===== src/rtl/wb_trace_recorder_if.sv =====
`default_nettype none
// ============================================================================
// Module   : wb_trace_recorder_if
// Purpose  : Writeback sampling inputs and trace-record output port of the
//            writeback trace recorder, with CPU/consumer and recorder views.
// Revision : 1.0 - initial release
// ============================================================================
interface wb_trace_recorder_if #(
  parameter int CNT_W = 16
) ();
  // Writeback activity sampled from the CPU
  logic             reg_write_enable;
  logic [4:0]       reg_write_addr;
  logic [31:0]      reg_write_data;
  logic             hilo_we;
  logic [31:0]      hi_i;
  logic [31:0]      lo_i;
  logic             record_skip;
  // Trace record stream
  logic             rec_valid;
  logic             rec_ready;
  logic [1:0]       rec_kind;
  logic [CNT_W-1:0] rec_index;
  logic [4:0]       rec_addr;
  logic [31:0]      rec_data0;
  logic [31:0]      rec_data1;

  modport master (
    output reg_write_enable, reg_write_addr, reg_write_data,
    output hilo_we, hi_i, lo_i, record_skip, rec_ready,
    input  rec_valid, rec_kind, rec_index, rec_addr, rec_data0, rec_data1
  );

  modport slave (
    input  reg_write_enable, reg_write_addr, reg_write_data,
    input  hilo_we, hi_i, lo_i, record_skip, rec_ready,
    output rec_valid, rec_kind, rec_index, rec_addr, rec_data0, rec_data1
  );
endinterface
`default_nettype wire


===== src/rtl/wb_trace_recorder.sv =====
`default_nettype none
// ============================================================================
// Module   : wb_trace_recorder
// Purpose  : Turns per-cycle GPR / HI-LO writeback activity into indexed
//            trace records queued in a small FIFO behind a valid/ready port.
// Revision : 1.0 - initial release
// ============================================================================
module wb_trace_recorder #(
  parameter int DEPTH      = 16,
  parameter int CNT_W      = 16,
  parameter int SKIP_START = 5
) (
  input  wire logic                  clk,
  input  wire logic                  rst,
  wb_trace_recorder_if.slave         bus,
  output logic [$clog2(DEPTH):0]     level,
  output logic                       overflow,
  output logic [15:0]                drop_count
);

  localparam int PTR_W  = $clog2(DEPTH);
  localparam int LVL_W  = PTR_W + 1;
  localparam int WARM_W = (SKIP_START > 0) ? $clog2(SKIP_START + 1) : 1;
  localparam logic [LVL_W-1:0]  FULL_LEVEL = LVL_W'(DEPTH);
  localparam logic [WARM_W-1:0] WARM_DONE  = WARM_W'(SKIP_START);

  logic [WARM_W-1:0] warm;
  logic [CNT_W-1:0]  idx_cnt;
  logic [PTR_W-1:0]  rd_ptr;
  logic [PTR_W-1:0]  wr_ptr;

  // Record storage, one array per field; contents need no reset because the
  // outputs are masked whenever the FIFO is empty.
  logic [1:0]        kind_mem  [DEPTH];
  logic [CNT_W-1:0]  index_mem [DEPTH];
  logic [4:0]        addr_mem  [DEPTH];
  logic [31:0]       d0_mem    [DEPTH];
  logic [31:0]       d1_mem    [DEPTH];

  logic [1:0]        cand_kind;
  logic [4:0]        cand_addr;
  logic [31:0]       cand_d0;
  logic [31:0]       cand_d1;
  logic [CNT_W-1:0]  cand_index;
  logic              active;
  logic              push_req;
  logic              push_ok;
  logic              pop;
  logic              drop;
  logic              head_valid;

  // Build this cycle's candidate record: GPR beats HI/LO, unused fields zero.
  always_comb begin
    cand_kind = 2'd0;
    cand_addr = 5'd0;
    cand_d0   = 32'd0;
    cand_d1   = 32'd0;
    if (bus.reg_write_enable) begin
      cand_kind = 2'd1;
      cand_addr = bus.reg_write_addr;
      cand_d0   = bus.reg_write_data;
    end else if (bus.hilo_we) begin
      cand_kind = 2'd2;
      cand_d0   = bus.hi_i;
      cand_d1   = bus.lo_i;
    end
  end

  assign active     = (warm == WARM_DONE);
  assign cand_index = idx_cnt + CNT_W'(1);
  assign head_valid = (level != '0);
  assign push_req   = active && ((cand_kind != 2'd0) || bus.record_skip);
  assign pop        = head_valid && bus.rec_ready;
  // A full FIFO still accepts when the head leaves on the same edge.
  assign push_ok    = push_req && ((level != FULL_LEVEL) || pop);
  assign drop       = push_req && !push_ok;

  // Warm-up/index counters, FIFO pointers, occupancy and overflow tracking.
  always_ff @(posedge clk) begin
    if (rst) begin
      warm       <= '0;
      idx_cnt    <= '0;
      rd_ptr     <= '0;
      wr_ptr     <= '0;
      level      <= '0;
      overflow   <= 1'b0;
      drop_count <= 16'd0;
    end else begin
      if (!active) begin
        warm <= warm + WARM_W'(1);
      end else begin
        idx_cnt <= cand_index;
      end
      if (push_ok) begin
        wr_ptr <= wr_ptr + PTR_W'(1);
      end
      if (pop) begin
        rd_ptr <= rd_ptr + PTR_W'(1);
      end
      level <= level + LVL_W'(push_ok) - LVL_W'(pop);
      if (drop) begin
        overflow <= 1'b1;
        if (drop_count != 16'hFFFF) begin
          drop_count <= drop_count + 16'd1;
        end
      end
    end
  end

  // Write accepted candidates into the slot behind the current tail.
  always_ff @(posedge clk) begin
    if (push_ok) begin
      kind_mem[wr_ptr]  <= cand_kind;
      index_mem[wr_ptr] <= cand_index;
      addr_mem[wr_ptr]  <= cand_addr;
      d0_mem[wr_ptr]    <= cand_d0;
      d1_mem[wr_ptr]    <= cand_d1;
    end
  end

  assign bus.rec_valid = head_valid;
  assign bus.rec_kind  = head_valid ? kind_mem[rd_ptr]  : 2'd0;
  assign bus.rec_index = head_valid ? index_mem[rd_ptr] : '0;
  assign bus.rec_addr  = head_valid ? addr_mem[rd_ptr]  : 5'd0;
  assign bus.rec_data0 = head_valid ? d0_mem[rd_ptr]    : 32'd0;
  assign bus.rec_data1 = head_valid ? d1_mem[rd_ptr]    : 32'd0;

endmodule
`default_nettype wire


===== src/flat_wrapper.sv =====
// flat-port wrapper written by rule: the top's interface ports become plain ports
module wb_trace_recorder_flat 
#(
  parameter int DEPTH      = 16,
  parameter int CNT_W      = 16,
  parameter int SKIP_START = 5
)
  (clk, rst, level, overflow, drop_count, bus_reg_write_enable, bus_reg_write_addr, bus_reg_write_data, bus_hilo_we, bus_hi_i, bus_lo_i, bus_record_skip, bus_rec_ready, bus_rec_valid, bus_rec_kind, bus_rec_index, bus_rec_addr, bus_rec_data0, bus_rec_data1);
  wb_trace_recorder_if #(.CNT_W(CNT_W)) bus_i ();
  input  wire logic clk;
  input  wire logic rst;
  output logic [$clog2(DEPTH):0] level;
  output logic overflow;
  output logic [15:0] drop_count;
  input wire logic [$bits(bus_i.reg_write_enable)-1:0] bus_reg_write_enable;
  input wire logic [$bits(bus_i.reg_write_addr)-1:0] bus_reg_write_addr;
  input wire logic [$bits(bus_i.reg_write_data)-1:0] bus_reg_write_data;
  input wire logic [$bits(bus_i.hilo_we)-1:0] bus_hilo_we;
  input wire logic [$bits(bus_i.hi_i)-1:0] bus_hi_i;
  input wire logic [$bits(bus_i.lo_i)-1:0] bus_lo_i;
  input wire logic [$bits(bus_i.record_skip)-1:0] bus_record_skip;
  input wire logic [$bits(bus_i.rec_ready)-1:0] bus_rec_ready;
  output wire logic [$bits(bus_i.rec_valid)-1:0] bus_rec_valid;
  output wire logic [$bits(bus_i.rec_kind)-1:0] bus_rec_kind;
  output wire logic [$bits(bus_i.rec_index)-1:0] bus_rec_index;
  output wire logic [$bits(bus_i.rec_addr)-1:0] bus_rec_addr;
  output wire logic [$bits(bus_i.rec_data0)-1:0] bus_rec_data0;
  output wire logic [$bits(bus_i.rec_data1)-1:0] bus_rec_data1;
  assign bus_i.reg_write_enable = bus_reg_write_enable;
  assign bus_i.reg_write_addr = bus_reg_write_addr;
  assign bus_i.reg_write_data = bus_reg_write_data;
  assign bus_i.hilo_we = bus_hilo_we;
  assign bus_i.hi_i = bus_hi_i;
  assign bus_i.lo_i = bus_lo_i;
  assign bus_i.record_skip = bus_record_skip;
  assign bus_i.rec_ready = bus_rec_ready;
  assign bus_rec_valid = bus_i.rec_valid;
  assign bus_rec_kind = bus_i.rec_kind;
  assign bus_rec_index = bus_i.rec_index;
  assign bus_rec_addr = bus_i.rec_addr;
  assign bus_rec_data0 = bus_i.rec_data0;
  assign bus_rec_data1 = bus_i.rec_data1;
  wb_trace_recorder #(.DEPTH(DEPTH), .CNT_W(CNT_W), .SKIP_START(SKIP_START)) u_core (.clk(clk), .rst(rst), .bus(bus_i), .level(level), .overflow(overflow), .drop_count(drop_count));
endmodule

===== config.mk =====
export PLATFORM = sky130hd
export DESIGN_NAME = wb_trace_recorder_flat
export DESIGN_NICKNAME = d
export VERILOG_FILES = /design/src/rtl/wb_trace_recorder_if.sv /design/src/rtl/wb_trace_recorder.sv /design/src/flat_wrapper.sv
export SDC_FILE = /design/constraint.sdc
export NUM_CORES = 1
export LEC_CHECK = 0
export BUFFER_PORTS_ARGS = -buffer_cell sky130_fd_sc_hd__buf_2
export CORE_MARGIN = 2
export CORE_UTILIZATION = 66
export CTS_CLUSTER_DIAMETER = 60
export DETAILED_ROUTE_END_ITERATION = 16
export PLACE_DENSITY_LB_ADDON = 0.05
export SLEW_MARGIN = 20
export SYNTH_ARGS = -nofsm -noshare
export SYNTH_HDL_FRONTEND = slang
export SYNTH_SLANG_ARGS = --single-unit
export TNS_END_PERCENT = 20

===== constraint.sdc =====
create_clock -name clk -period 14.15 [get_ports clk]
set_input_delay 1.415 -clock clk [delete_from_list [all_inputs] [get_ports clk]]
set_output_delay 1.415 -clock clk [all_outputs]
set_load 0.02 [all_outputs]

==> metrics.yaml, run 1 <==
synth_nets: 2683
hold_buffers: 0
num_antenna_cells: 0
initial_core_util: 0.6687
fin_crit_ns: 6.396
num_vias: 26914
outcome: "complete, no violations"
grt_pass1_wl_mm: 177.3
rsz0062_at_grt: "no"
worstSetupPathType: "reg2out"
synth.avg_cell_area_sq_um: 21.90
routed_wl_mm: 118.6
clkSlewWorstSetupHoldPaths_ns: 0.06
cp.required_ns: 12.73
critPathLaunchType: "register"
critPathArrivalTime_ns: 4.98
hold_start: "u_core.overflow"
h-tree-depth: 4
gp_congestion: 0.7792
max-cap-violations: 0
min_to: "u_core.overflow"
rows: 106
die_w_um: 295.4
crit_path_max_fanout: 74
slew_headroom: 0.2090
worstHoldPathCells: 2
viasPerCell: 6.634
ant_nets: 0
synth_warnings: 0
crit_chain: "buf_12, buf_4, buf_4, mux4_2, mux2i_1, o22ai_1, buf_2"
slowest_delay_ns: 0.89
cts.sinks: 1445
r2r_cells: 5
wire_per_inst_um: 29.24
syn_area_sq_mm: 0.05605
yosys-top-cells-count: "edfxtp_1, mux4_2, mux2i_1"
post-route-drc-count: 0
yosys.area.top_type_share: 0.7457
die_h_um: 295.4
fmax_mhz: 156.3
yosysMostFrequentCell: "edfxtp_1"
setup_tns_ns: 0
ys.flop_type: "edfxtp_1"
synth.area.top_cells: "edfxtp_1, mux4_2, mux2i_1, dfxtp_1, o22ai_1"
grt_pass1_vias: 27833
cts_tree: "built"
drtIter0Drc: 2713
peakVddDrop_v: 0.0001567
clock_latency_ns: 0.73
syn2layout_area_growth_pct: 12.14
synth-seq-cells: 1445
cp_common_cell: "buf_4"
hold_viol: 0
power.density_mw_per_mm2: 163.7
clk_path_buf_depth: 3
cts_made_buffers: 142
dieArea_sq_mm: 0.08728
fin_crit_sh: 0.4520
rrSetupSlack_ns: 10.43
end_kind: "output pin"
clock_skew_ns: 0.02577
tightest_slew_ns: 1.187
r2r-end: "u_core.addr_mem[6][4]"
hpwl_mm: 60.78
holdCritPathClass: "reg2reg"
async_flop_share: 0
synth_top_area_cell: "edfxtp_1"
synth_edf_count: 1392
antenna_found_initial: 2
overflow: 0
ys_types: 56
worst_path_max_delay_cell: "dfxtp_4"
coreArea_sq_mm: 0.08382
finalSetupViolCount: 0
io_buffers: 216
fin_nets: 2938
drive_gt1_frac: 0.2860
postLayoutCoreUtil: 0.7499
cts_root_buffer: "clkbuf_16"
io_pins: 217
yosysSeqAreaShare: 0.7647
p_leak_nw: 19.38
first_pass_iters: 7
post_cts_buffers: 0
cts_resized: 0
r2r-start: "u_core.warm[0]"
slew_viol_final: 0
grt_max_degree: 173
postSynthCellCount: 2560
track_usage: 0.2796
==> critical path: cells and delay by family (launching register included) <==
family          cells  cell delay, ns
flops               1            0.89
compound gates      1            0.48
buf+inv             4            2.27
mux                 2            0.46
==> stage by stage <==
| step | setup WS, ns | hold WS, ns | instance area, sq um | total power [mW] | std cells |
|---|---|---|---|---|---|
| after floorplan | 5.847 | 0.4708 | 56050 | 6.305 | 2560 |
| after global placement | 8.038 | 0.4508 | 58330 | 6.809 | 3803 |
| after detailed placement | 8.048 | 0.4654 | 58330 | 6.838 | 3803 |
| after CTS | 7.259 | 0.4819 | 62710 | 10.37 | 4055 |
| after global routing | 7.511 | 0.5348 | 62860 | 10.65 | 4057 |
| final | 7.754 | 0.4740 | 62860 | 10.29 | 4057 |
==> worst max-delay path by stage <==
stage                start                     to
3_5_place_dp      register      bus_rec_data1[23]
6_report          register      bus_rec_index[14]
2_1_floorplan  bus_hilo_we  u_core.addr_mem[3][0]
3_3_place_gp      register      bus_rec_index[13]
4_1_cts           register      bus_rec_data1[23]
5_1_grt           register      bus_rec_index[14]
==> state kept, by name (all words and copies together), names as in the netlist, 5 cells and up, named ones only <==
signal	cells
u_core.d0_mem	512
u_core.d1_mem	512
u_core.index_mem	256
u_core.addr_mem	80
u_core.kind_mem	32
u_core.drop_count	16
u_core.idx_cnt	16
u_core.level	5
==> cells in the final DEF, fill, tap and decap left out, types with 9 or more instances in the layout <==
| cell type | n |
|---|---|
| nand2_1 | 22 |
| clkbuf_16 | 145 |
| nor2b_1 | 11 |
| mux4_2 | 348 |
| buf_2 | 215 |
| a22o_1 | 32 |
| xnor2_1 | 11 |
| inv_1 | 15 |
| edfxtp_1 | 1392 |
| o22ai_1 | 87 |
| or4_1 | 9 |
| ha_1 | 15 |
| clkbuf_1 | 31 |
| nor2_1 | 38 |
| and2_1 | 41 |
| clkinv_2 | 15 |
| dfxtp_1 | 50 |
| mux2i_1 | 175 |
| a21oi_1 | 23 |
| clkinv_1 | 38 |
| nand3_1 | 18 |
| o31ai_1 | 9 |
| and3_4 | 13 |
| buf_4 | 37 |
==> logic make-up (layout without fill, tap and decap cells) <==
family	count (synthesis)	count (layout)	synth area share
flip-flops	1445	1445	0.7647
multiplexers	528	528	0.1721
AND/OR/NAND/NOR	209	209	0.02156
AO/OA/AOI/OAI	173	173	0.02087
buffers and inverters	160	523	0.01259
XOR/XNOR	29	29	0.004531
adder cells (fa/ha/maj)	16	16	0.003705
==> layer usage <==
layer  vias to the layer above  track usage  share of wire
li1                      11312            -              -
met1                     14283       0.4047           0.40
met5                         -            0              0
met3                       144      0.04653          0.074
met4                         0      0.06450          0.015
met2                      1175       0.4595           0.51
==> power by group <==
| part | internal [mW] | total [mW] | switching (mW) |
|---|---|---|---|
| Clock | 2.02 | 3.55 | 1.53 |
| Combinational | 0.884 | 1.97 | 1.09 |
| Sequential | 4.70 | 4.76 | 0.0675 |
==> cell type report <==
type / instances / area [sq um]
Timing Repair Buffer: 256 / 1449
Fill cell: 4611 / 20960
Clock buffer: 177 / 3759
Tap cell: 1134 / 1419
Inverter: 15 / 56.30
Multi-Input combinational cell: 955 / 12680
Clock inverter: 75 / 621.8
Sequential cell: 1445 / 42870
(Power assumes the default switching activity.)
==> inputs of run 2 (changes only) <==
--- a/config.mk
+++ b/config.mk
@@ -7,7 +7,7 @@
 export LEC_CHECK = 0
 export BUFFER_PORTS_ARGS = -buffer_cell sky130_fd_sc_hd__buf_2
 export CORE_MARGIN = 2
-export CORE_UTILIZATION = 66
+export CORE_UTILIZATION = 55
 export CTS_CLUSTER_DIAMETER = 60
 export DETAILED_ROUTE_END_ITERATION = 16
 export PLACE_DENSITY_LB_ADDON = 0.05
==> constraint.sdc (replaced) <==
create_clock -name clk -period 5.61 [get_ports clk]
set_input_delay 0.561 -clock clk [delete_from_list [all_inputs] [get_ports clk]]
set_output_delay 0.561 -clock clk [all_outputs]
set_load 0.02 [all_outputs]
==> run 2 against run 1 <==
Die area rose by 20%. Non-clock buffer count rose by 21. Worst hold slack got worse by 0.27 ns. Critical path depth unchanged. Clock power grew to 2.7 times the previous value.
==> metrics.yaml, run 2 (synthesis gave the netlist of run 1 again) <==
die_h_um: 323.2  # +9.4%
crit_chain: "inv_1, ha_1, or4b_1, nand2b_4, buf_4, o22ai_1, buf_2"
whs_ns: 0.2017  # -0.2723 ns
crit_cells: 7  # unchanged
layout_common_cells: "edfxtp_1, mux4_2, buf_2"
r2r_cells: 6  # +1
cts_tree: "built"
layout_commonest_cell: "edfxtp_1"
overflow: 0  # unchanged
fin_ws_ns: 1.225  # -6.529 ns
hold_viol: 0  # unchanged
crit_path_max_fanout: 45  # -39%
grt_max_degree: 85  # -51%
critPathBufInv: 3  # -1
crit_family: "simple AND/OR/NAND/NOR gates"
coreArea_sq_mm: 0.1014  # +21%
clock_skew_ns: 0.02677  # +0.0009939 ns
slew_headroom: 0.2814  # +0.07245
cts_resized: 0  # unchanged
post-route-drc-count: 0  # unchanged
post_cts_buffers: 0  # unchanged
setup_tns_ns: 0  # unchanged
rows: 117  # +10%
worstSetupPathType: "reg2out"
tightest_slew_ns: 1.078  # -0.1087 ns
grt_pass1_vias: 27944  # +0.40%
preCtsSetupSlack_ns: 1.655  # -6.393 ns
io_pins: 217  # unchanged
io_buffers: 216  # unchanged
grt_pass1_wl_mm: 186.5  # +5.2%
dieArea_sq_mm: 0.1045  # +20%
drtIter0Drc: 2553  # -5.9%
rsz0062_at_grt: "no"
fin_crit_ns: 4.385
clkSlewWorstSetupHoldPaths_ns: 0.06  # about the same
cp.required_ns: 5.05  # -7.68 ns
hold_buffers: 0  # unchanged
fin_crit_sh: 0.7817
die_w_um: 323.2  # +9.4%
fin_nets: 2963  # +0.85%
p_leak_nw: 19.73  # +1.8%
critPathArrivalTime_ns: 3.82  # -1.16 ns
holdCritPathClass: "in2reg"
wire_per_inst_um: 29.52  # +0.95%
antenna_found_initial: 3  # +1
num_vias: 26813  # -0.38%
clock_latency_ns: 0.75  # +0.02 ns
peakVddDrop_v: 0.0003574  # +130%
viasPerCell: 6.207  # -6.4%
clk_path_buf_depth: 3  # unchanged
ant_nets: 0  # unchanged
layout.cells.non_filler: 4320  # +6.5%
h-tree-depth: 4  # unchanged
slowest_delay_ns: 0.84  # -0.05 ns
track_usage: 0.2489  # -0.03071
routed_wl_mm: 127.5  # +7.5%
reg_top3: "u_core.d0_mem (512), u_core.d1_mem (512), u_core.index_mem (256)"
end_kind: "output pin"
outcome: "complete, no violations"
cts.sinks: 1445  # unchanged
hpwl_mm: 64.62  # +6.3%
worst_path_max_delay_cell: "nand2b_4"
worstHoldPathCells: 3  # +1
fmax_mhz: 228.0
cts_made_buffers: 146  # +2.8%
cts_root_buffer: "clkbuf_16"
syn2layout_area_growth_pct: 13.82
finalPower_mw: 26.65  # +160%
finalSetupViolCount: 0  # unchanged
first_pass_iters: 5  # -2
power.density_mw_per_mm2: 417.7  # +160%
initial_core_util: 0.5525  # -0.1162
dp_cells: 4060  # +6.8%
max-cap-violations: 0  # unchanged
critPathLaunchType: "register"
slew_viol_final: 0  # unchanged
drive_gt1_frac: 0.2935  # +0.007452
gp_congestion: 0.8123  # +4.2%
run 2: cell count changes in the layout (fill, tap and decap cells not counted), moves of 2 or more:
| cell | change |
|---|---|
| buf_12 | +19 |
| clkbuf_16 | +10 |
| clkinv_1 | -10 |
| bufinv_16 | +6 |
| clkbuf_1 | +6 |
| buf_4 | +4 |
| clkinv_2 | +4 |
| clkinv_8 | -3 |
| buf_16 | -2 |
| inv_16 | -2 |
| inv_6 | -2 |
| xor2_1 | +2 |
| xor2_2 | -2 |
run 2: cell type report:
type	count	area (sq um)
Antenna cell	1	2.502
Tap cell	1368	1712
Inverter	15	56.30
Timing Repair Buffer	277	1804
Clock buffer	194	4045
Clock inverter	65	631.9
Sequential cell	1445	42870
Multi-Input combinational cell	955	12680
Fill cell	6941	37650
run 2: stage by stage:
step | area, sq um | utilization
floorplan | 56060 | -
global placement | 59040 | 0.5820
detailed placement | 59040 | 0.5820
CTS | 63720 | 0.6281
global route | 63800 | 0.6289
finish | 63800 | 0.6289
run 2: path summary, 6_finish.rpt:
check / slack, ns / to / start
max: 1.22 / bus_rec_index[2] / u_core.level[2]
min: 0.20 / register / bus_rec_ready
max reg2reg: 2.38 / u_core.d1_mem[14][24] / u_core.warm[0]
min reg2reg: 0.49 / u_core.overflow / u_core.overflow
run 2: power breakdown:
part / switching (mW) / internal (mW)
Clock: 3.91 / 5.64
Sequential: 0.178 / 11.8
Combinational: 2.79 / 2.28
Total: 6.88 / 19.8
run 2: worst register-to-register path: stages (launching register included):
cell      delay, ns
dfxtp_1        0.37
ha_1           0.24
o311ai_1       0.21
a21oi_1        0.35
buf_4          0.28
and3_4         0.91
buf_4          0.51
run 2: routing by layer:
metal	GRT usage	vias up	routed length, um
met4	0.05674	0	2028
met3	0.03462	143	7297
met2	0.4134	904	64200
met5	0	-	0
met1	0.3559	14413	54010
li1	-	11353	-
